$ cat config.mk
export PLATFORM = sky130hd
export DESIGN_NAME = led_blink_driver_flat
export DESIGN_NICKNAME = d
export VERILOG_FILES = /design/src/rtl/led_blink_driver_if.sv /design/src/rtl/led_blink_driver.sv /design/src/flat_wrapper.sv
export SDC_FILE = /design/constraint.sdc
export NUM_CORES = 1
export LEC_CHECK = 0
export CORE_UTILIZATION = 54
export DETAILED_ROUTE_END_ITERATION = 10
export HOLD_SLACK_MARGIN = 0.15
export PLACE_DENSITY = 0.75
export SLEW_MARGIN = 30
export SYNTH_ARGS = -nofsm -noshare
export SYNTH_HDL_FRONTEND = slang
export SYNTH_SLANG_ARGS = --single-unit
$ cat constraint.sdc
create_clock -name CLOCK_50 -period 2.3 [get_ports CLOCK_50]
set_input_delay 0.23 -clock CLOCK_50 [delete_from_list [all_inputs] [get_ports CLOCK_50]]
set_output_delay 0.23 -clock CLOCK_50 [all_outputs]
set_load 0.05 [all_outputs]
$ cat src/rtl/led_blink_driver_if.sv
`timescale 1ns/1ps
`default_nettype none
// ============================================================================
//  Module      : led_blink_driver_if
//  Description : Request/status bundle for led_blink_driver.
//                master : drives start/blinks, observes led/busy/done
//                slave  : the blink driver itself
//  Signals     : start  - request strobe
//                blinks - number of on/off cycles requested (4 bits)
//                led    - LED drive, high during the ON phase
//                busy   - high from acceptance until completion
//                done   - one-cycle completion pulse
//  Revision    : 1.0 - initial release
// ============================================================================
interface led_blink_driver_if;
   logic       start;
   logic [3:0] blinks;
   logic       led;
   logic       busy;
   logic       done;

   modport master (output start, output blinks, input led, input busy, input done);
   modport slave  (input start, input blinks, output led, output busy, output done);
endinterface
`default_nettype wire

$ cat src/rtl/led_blink_driver.sv
`timescale 1ns/1ps
`default_nettype none
// ============================================================================
//  Module      : led_blink_driver
//  Description : Blinks an LED a requested number of times. Each blink is an
//                ON phase of ON_MS ticks followed by an OFF phase of OFF_MS
//                ticks, where a tick is TICK_DIV clock cycles. A phase length
//                of 0 is treated as 1 tick.
//  Ports       : CLOCK_50 - system clock, all state on its rising edge
//                reset    - asynchronous, active-high reset
//                bus      - led_blink_driver_if.slave (start, blinks in;
//                           led, busy, done out, all outputs registered)
//  Options     : LED_BLINK_RETRIGGER_EN - when defined, a start with
//                non-zero blinks during ON/OFF restarts the sequence;
//                when undefined such a start is ignored.
//  Revision    : 1.0 - initial release
// ============================================================================
module led_blink_driver #(
   parameter logic [15:0] TICK_DIV = 16'd50000,
   parameter logic [15:0] ON_MS    = 16'd250,
   parameter logic [15:0] OFF_MS   = 16'd250
) (
   input  wire                 CLOCK_50,
   input  wire                 reset,
   led_blink_driver_if.slave   bus
);

   // Last prescaler / ms-counter values; a zero-length phase collapses to 1 tick.
   localparam logic [15:0] C_TICK_LAST = TICK_DIV - 16'd1;
   localparam logic [15:0] C_ON_LAST   = (ON_MS  == 16'd0) ? 16'd0 : ON_MS  - 16'd1;
   localparam logic [15:0] C_OFF_LAST  = (OFF_MS == 16'd0) ? 16'd0 : OFF_MS - 16'd1;

   typedef enum logic [1:0] {
      S_IDLE = 2'd0,
      S_ON   = 2'd1,
      S_OFF  = 2'd2
   } state_t;

   state_t      state_q, state_d;
   logic [15:0] presc_q, presc_d;
   logic [15:0] ms_q,    ms_d;
   logic [3:0]  rem_q,   rem_d;
   logic        led_q,   led_d;
   logic        busy_q,  busy_d;
   logic        done_q,  done_d;

   logic        tick;
   logic        accept;

   assign tick   = (presc_q == C_TICK_LAST);
   assign accept = bus.start && (bus.blinks != 4'd0);

   always_ff @(posedge CLOCK_50 or posedge reset) begin
      if (reset) begin
         state_q <= S_IDLE;
         presc_q <= 16'd0;
         ms_q    <= 16'd0;
         rem_q   <= 4'd0;
         led_q   <= 1'b0;
         busy_q  <= 1'b0;
         done_q  <= 1'b0;
      end else begin
         state_q <= state_d;
         presc_q <= presc_d;
         ms_q    <= ms_d;
         rem_q   <= rem_d;
         led_q   <= led_d;
         busy_q  <= busy_d;
         done_q  <= done_d;
      end
   end

   always_comb begin
      state_d = state_q;
      presc_d = presc_q;
      ms_d    = ms_q;
      rem_d   = rem_q;
      done_d  = 1'b0;

      case (state_q)
         S_IDLE: begin
            presc_d = 16'd0;
            ms_d    = 16'd0;
            if (accept) begin
               rem_d   = bus.blinks;
               state_d = S_ON;
            end
         end

         S_ON: begin
            presc_d = tick ? 16'd0 : presc_q + 16'd1;
            if (tick) begin
               if (ms_q == C_ON_LAST) begin
                  ms_d    = 16'd0;
                  state_d = S_OFF;
               end else begin
                  ms_d = ms_q + 16'd1;
               end
            end
         end

         S_OFF: begin
            presc_d = tick ? 16'd0 : presc_q + 16'd1;
            if (tick) begin
               if (ms_q == C_OFF_LAST) begin
                  ms_d  = 16'd0;
                  rem_d = rem_q - 4'd1;
                  // rem_q==1 means this was the final blink of the request.
                  if (rem_q == 4'd1) begin
                     state_d = S_IDLE;
                     done_d  = 1'b1;
                  end else begin
                     state_d = S_ON;
                  end
               end else begin
                  ms_d = ms_q + 16'd1;
               end
            end
         end

         default: begin
            state_d = S_IDLE;
            presc_d = 16'd0;
            ms_d    = 16'd0;
            rem_d   = 4'd0;
         end
      endcase

`ifdef LED_BLINK_RETRIGGER_EN
      // A new request mid-sequence replaces the running one silently.
      if ((state_q != S_IDLE) && accept) begin
         rem_d   = bus.blinks;
         presc_d = 16'd0;
         ms_d    = 16'd0;
         state_d = S_ON;
         done_d  = 1'b0;
      end
`endif

      // Outputs are registered copies of the next state so they line up
      // with the state they describe.
      led_d  = (state_d == S_ON);
      busy_d = (state_d != S_IDLE);
   end

   assign bus.led  = led_q;
   assign bus.busy = busy_q;
   assign bus.done = done_q;

endmodule
`default_nettype wire

$ cat src/flat_wrapper.sv
// flat-port wrapper written by rule: the top's interface ports become plain ports
module led_blink_driver_flat 
#(
   parameter logic [15:0] TICK_DIV = 16'd50000,
   parameter logic [15:0] ON_MS    = 16'd250,
   parameter logic [15:0] OFF_MS   = 16'd250
)
  (CLOCK_50, reset, bus_start, bus_blinks, bus_led, bus_busy, bus_done);
  led_blink_driver_if bus_i ();
  input  wire CLOCK_50;
  input  wire reset;
  input wire logic [$bits(bus_i.start)-1:0] bus_start;
  input wire logic [$bits(bus_i.blinks)-1:0] bus_blinks;
  output wire logic [$bits(bus_i.led)-1:0] bus_led;
  output wire logic [$bits(bus_i.busy)-1:0] bus_busy;
  output wire logic [$bits(bus_i.done)-1:0] bus_done;
  assign bus_i.start = bus_start;
  assign bus_i.blinks = bus_blinks;
  assign bus_led = bus_i.led;
  assign bus_busy = bus_i.busy;
  assign bus_done = bus_i.done;
  led_blink_driver #(.TICK_DIV(TICK_DIV), .ON_MS(ON_MS), .OFF_MS(OFF_MS)) u_core (.CLOCK_50(CLOCK_50), .reset(reset), .bus(bus_i));
endmodule
* Yosys cells after proc, flatten, opt, wreduce, memory -nomap -nowiden *
Index checks and enable logic that the tools add are counted.

word-level totals
  word-level logic and storage cells = 47
  output and inout port bits = 3
  input bits = 7
  register bits = 41

cells by class
  reduce and logical (&&, ||, !) cells = 6
  equal/unequal tests = 10
  bitwise logic cells = 1
  mux-type cells = 20
  add/subtract/negate cells = 3

operators with widths
  cell                                                                      number
  16-bit 2-to-1 mux                                                         5
  16-bit by 1-bit adder with 16-bit output (second input constant)          2
  16-bit equality test (second input constant)                              1
  16-bit by 8-bit equality test with 1-bit output (second input constant)   1
  4-bit 2-to-1 mux                                                          3
  4-bit case mux with 3 select lines                                        1
  2-bit 2-to-1 mux                                                          5
  2-bit by 1-bit inequality test with 1-bit output (second input constant)  4
  2-bit case mux with 3 select lines                                        1
  1-bit 2-to-1 mux                                                          5
  2-bit by 1-bit equality test with 1-bit output (second input constant)    2
  4-bit by 1-bit equality test with 1-bit output (second input constant)    1
  4-bit AND reduction                                                       1
  4-bit nonzero test                                                        1
  4-bit by 1-bit subtractor with 4-bit output (second input constant)       1
  2-bit equality test (second input constant)                               1
  2-bit logical NOT                                                         1
  2-bit nonzero test                                                        1
  2-bit OR reduction                                                        1
  1-bit logical AND                                                         1
  1-bit NOT                                                                 1

* Longest topological paths before layout *
  depth in word-level cells = 6
  depth in mapped cells = 8
  mapped depth without buffers = 7

* Worst setup path before layout *
OpenSTA, ideal clock, no wires.

  path kind = flip-flop to flip-flop
  start point = reg u_core.ms_q[1]
  end point = reg u_core.led_q (netlist: u_core.bus.led)
  required time = 2.164 ns
  slack = 0.012 ns
  library setup time = 0.136 ns
  clock period less this slack = 2.288 ns
  arrival time = 2.153 ns
  buffers on the path = 1
  stages on the path, launching flop included = 9
  path through = dfrtp_1 inv_1 ha_1 or4b_4 or4_1 buf_6 nor2_8 mux2i_1 a211oi_2

on the way
  longest elaborated chain between the ends = 5

ends and longest elaborated chain
  what                                               RTL line                                         RTL
  from (decl)                                        led_blink_driver.sv:41                           logic [15:0] ms_q, ms_d;
  from (signal assigned)                             led_blink_driver.sv:65                           ms_q <= ms_d;
  16-bit by 8-bit equality test with 1-bit output *  led_blink_driver.sv:93, led_blink_driver.sv:105
  2-bit 2-to-1 mux, on equally long branches         led_blink_driver.sv:105, led_blink_driver.sv:93
  2-bit 2-to-1 mux, on equally long branches         led_blink_driver.sv:104, led_blink_driver.sv:92
  2-bit case mux with 3 select lines *               led_blink_driver.sv:80                           case (state_q)
  2-bit by 1-bit equality test with 1-bit output *   led_blink_driver.sv:142                          led_d = (state_d == S_ON);
  via u_core.led_d                                   led_blink_driver.sv:43                           logic led_q, led_d;
  to (signal assigned)                               led_blink_driver.sv:67                           led_q <= led_d;
  to (decl)                                          led_blink_driver.sv:43

Mark *: on every way through the listed nets, which the timed path passes. The rest lies on a longest branch.
A chain may end at the register's enable or synchronous reset.

* Worst setup path in the final report *
  start point = reg u_core.ms_q[1]
  end point = reg u_core.state_q[1]

on the way
  longest elaborated chain between the ends = 4

ends and longest elaborated chain
  what                                               RTL line                                         RTL
  16-bit by 8-bit equality test with 1-bit output *  led_blink_driver.sv:93, led_blink_driver.sv:105
  2-bit 2-to-1 mux, on equally long branches         led_blink_driver.sv:105, led_blink_driver.sv:93
  2-bit 2-to-1 mux, on equally long branches         led_blink_driver.sv:104, led_blink_driver.sv:92
  2-bit case mux with 3 select lines *               led_blink_driver.sv:80
  via u_core.state_d[1]                              led_blink_driver.sv:39                           state_t state_q, state_d;
  to (signal assigned)                               led_blink_driver.sv:63                           state_q <= state_d;
  to (decl)                                          led_blink_driver.sv:39

Marked as above.

==> impl_metrics.env <==
export IMPL_rr_startpoint="u_core.ms_q[1]$_DFFE_PP0P_"
export IMPL_yosysSeqAreaShare_pct=43.5
export IMPL_cp_data_required_time_ns=2.53
export IMPL_firstDrtPassIters=4
export IMPL_ys_flop_type="dfrtp_1"
export IMPL_worst_slack_ns=-0.0000868
export IMPL_cts_made_buffers=5
export IMPL_synthArstFlopShare_pct=100
export IMPL_status="complete, but fails checks"
export IMPL_synth_edf_count=0
export IMPL_synth_compound_area_share_pct=15.8
export IMPL_grt_pass1_wl_mm=8.78
export IMPL_cts_root_buf="clkbuf_8"
export IMPL_path_clk_slew_ns=0.08
export IMPL_htree_num_levels=2
export IMPL_syn_cell_area_um2=2360
export IMPL_path_class="flip-flop to flip-flop"
export IMPL_post_place_cells=327
export IMPL_gp_congestion=0.841
export IMPL_synth_avg_cell_area_um2=9.48
export IMPL_tritoncts="built"
export IMPL_critPathSlowestCell="or4b_4"
export IMPL_p_leak_nw=1.27
export IMPL_path_cells="inv_2 -> ha_4 -> or4b_4 -> buf_6 -> or4_1 -> o32a_1 -> o31ai_2 -> nor2b_2"
export IMPL_ir_worst_vdd_mv=0.482
export IMPL_synthSimpleGateAreaFrac_pct=25.7
export IMPL_worst_path_max_fanout=2
export IMPL_die_x_um=68.1
export IMPL_synth_area_leaders="dfrtp_1 (43%), ha_1 (4.8%), nand2_1 (4.0%), xor2_1 (3.3%), nor2_1 (3.2%)"
export IMPL_grt_pass1_vias=1991
export IMPL_violations="setup timing"
export IMPL_hold_viol_final=0
export IMPL_antenna_found_initial=0
export IMPL_fin_crit_ns=2.30
export IMPL_cap_viol_max_count=0
export IMPL_yosysMostFrequentCell="dfrtp_1"
export IMPL_fmax_ghz=0.435
export IMPL_start_util_pct=57.8
export IMPL_vias_per_cell=6.02
export IMPL_grt_max_degree=42
export IMPL_tightest_slew_ns=0.530
export IMPL_die_area_um2=4640
export IMPL_synth_fa_ha_area_share_pct=4.77
export IMPL_grt_usage_pct=25.9
export IMPL_post_route_util_pct=70.3
export IMPL_fin_nets=304
export IMPL_final_cell_count_no_fill=337
export IMPL_dp_hpwl_mm=3.64
export IMPL_vias=2030
export IMPL_synthMuxAreaShare_pct=0.424
export IMPL_final_setup_viol_count=1
export IMPL_grt_setup_unrepaired="yes"
export IMPL_critPathLaunchType="flip-flop"
export IMPL_critPathLaunch="u_core.ms_q[1]$_DFFE_PP0P_"
export IMPL_synth_top_family_by_area="simple AND/OR/NAND/NOR gates"
export IMPL_synth_xor_area_share_pct=5.94
export IMPL_cts_path_max_buffers=2
export IMPL_synth_distinct_cells=51
export IMPL_synthTopCellsByCount="dfrtp_1 (41), nand2_1 (25), nor2_1 (20), a21oi_1 (13)"
export IMPL_n_antenna_cell=0
export IMPL_gr_total_overflow=0
export IMPL_synthesis_nets=265
export IMPL_synth_seq_cells=41
export IMPL_finalCritPeriodShare_pct=100
export IMPL_hold_class="input pin to async pin"
export IMPL_pre_cts_ws_ns=-0.0901
export IMPL_p_per_area_nw_per_um2=755
export IMPL_relSlewSlack_pct=64.7
export IMPL_ios=10
export IMPL_endpoint_kind="flip-flop"
export IMPL_insertion_delay_ns=0.30
export IMPL_syn_to_final_growth_pct=21.7
export IMPL_syn_inst=249
export IMPL_rows=23
export IMPL_drtIter0Drc=123
export IMPL_yosys_area_top_type="dfrtp_1"
export IMPL_arrival_ns=2.53
export IMPL_clock_skew_ns=0.0110
export IMPL_slew_violations=0
export IMPL_post_route_cells_drive_above_1_share_pct=19.2
export IMPL_coreArea_um2=4090
export IMPL_cts_sinks=41
export IMPL_netlist_area_leader_share_pct=43.5
export IMPL_ys_warn_count=0
export IMPL_drcViolationCount=0
export IMPL_ant_nets=0
export IMPL_wire_per_inst_um=16.2
export IMPL_slowest_delay_ns=0.46
export IMPL_port_buffer_count=9
export IMPL_die_h_um=68.1
export IMPL_drt_total_wl_mm=5.45
==> cells in the final DEF, fill, tap and decap left out, types with 5 or more instances in the layout <==
cell type and count:
dfrtp_1 41, buf_4 29, nand2_1 25, nor2_1 20, a21oi_1 12, nand3_1 10
inv_1 9, xor2_1 9, clkdlybuf4s50_1 9, o21ai_1 8, ha_1 8, nand4_1 7
xnor2_1 7, o31ai_1 5, clkbuf_8 5
==> worst max-delay path: cells and delay by family (launching register included) <==
family | cells | cell delay [ns]
flops | 1 | 0.39
compound gates | 2 | 0.42
fa+ha+maj | 1 | 0.11
simple gates | 3 | 1.09
buf+inv | 2 | 0.22
==> logic make-up (layout without fill, tap and decap cells) <==
logic type               Yosys count  after routing
AO/OA/AOI/OAI                     55             55
XOR/XNOR                          16             16
adder cells (fa/ha/maj)            9              9
buffers and inverters             20             58
flip-flops                        41             41
multiplexers                       1              1
AND/OR/NAND/NOR                  107            107
==> where the power goes <==
| part | leakage, nW | switching, mW | internal, mW |
|---|---|---|---|
| Combinational | 0.670 | 0.490 | 0.363 |
| Clock | 0.0399 | 0.244 | 0.200 |
| Sequential | 0.557 | 0.0712 | 0.803 |
| Total | 1.27 | 0.805 | 1.37 |
==> cell type report <==
cell class	count	area, µm²
clock inverters	1	5.00
flip-flops and latches	41	1030
multi-input cells	188	1320
clock buffers	5	68.8
well taps	50	62.6
repair buffers	42	353
fillers	327	1210
inverters	10	37.5
==> metal layers <==
layer | up-vias | wire length (µm) | track usage (%)
li1 | 992 | - | -
met1 | 997 | 2590 | 32.5
met2 | 35 | 2650 | 42.4
met3 | 6 | 159 | 5.83
met4 | 0 | 48 | 11.2
met5 | - | 0 | 0
==> final timing paths <==
kind                                               end  slack (ns)  cells past startpoint
setup / recovery           u_core.state_q[1]$_DFF_PP0_    -0.00009                      8
hold / removal             u_core.ms_q[14]$_DFFE_PP0P_        0.36                      3
setup reg to reg           u_core.state_q[1]$_DFF_PP0_    -0.00009                      8
hold reg to reg            u_core.presc_q[0]$_DFF_PP0_        0.45                      1
max in group asynchronous  u_core.presc_q[1]$_DFF_PP0_        1.56                      3
min in group CLOCK_50      u_core.presc_q[0]$_DFF_PP0_        0.45                      1
==> sequential cells by signal, indices dropped and copies added, names as in the netlist <==
name and count:
u_core.ms_q 16, u_core.presc_q 16, u_core.rem_q 4, u_core.state_q 2, u_core.bus.busy 1, u_core.bus.done 1
u_core.bus.led 1
==> metrics by stage <==
step	area [µm²]	total power [mW]	setup TNS [ns]	hold WS, ns
after CTS	2810	2.12	0	0.383
after detailed placement	2680	1.66	-0.357	0.445
after global routing	2870	2.29	-0.213	0.455
after floorplan	2360	1.40	0	0.364
final	2870	2.17	-0.0000868	0.359
after global placement	2680	1.66	-0.130	0.442
==> timing repair <==
item	in CTS	in global routing
pin swaps	2	7
setup endpoints to repair	7	19
buffers inserted	4	2
hold buffers	0	0
resized for setup	7	16
gates cloned	0	0
Note: power is estimated with default switching activity, not from simulation.
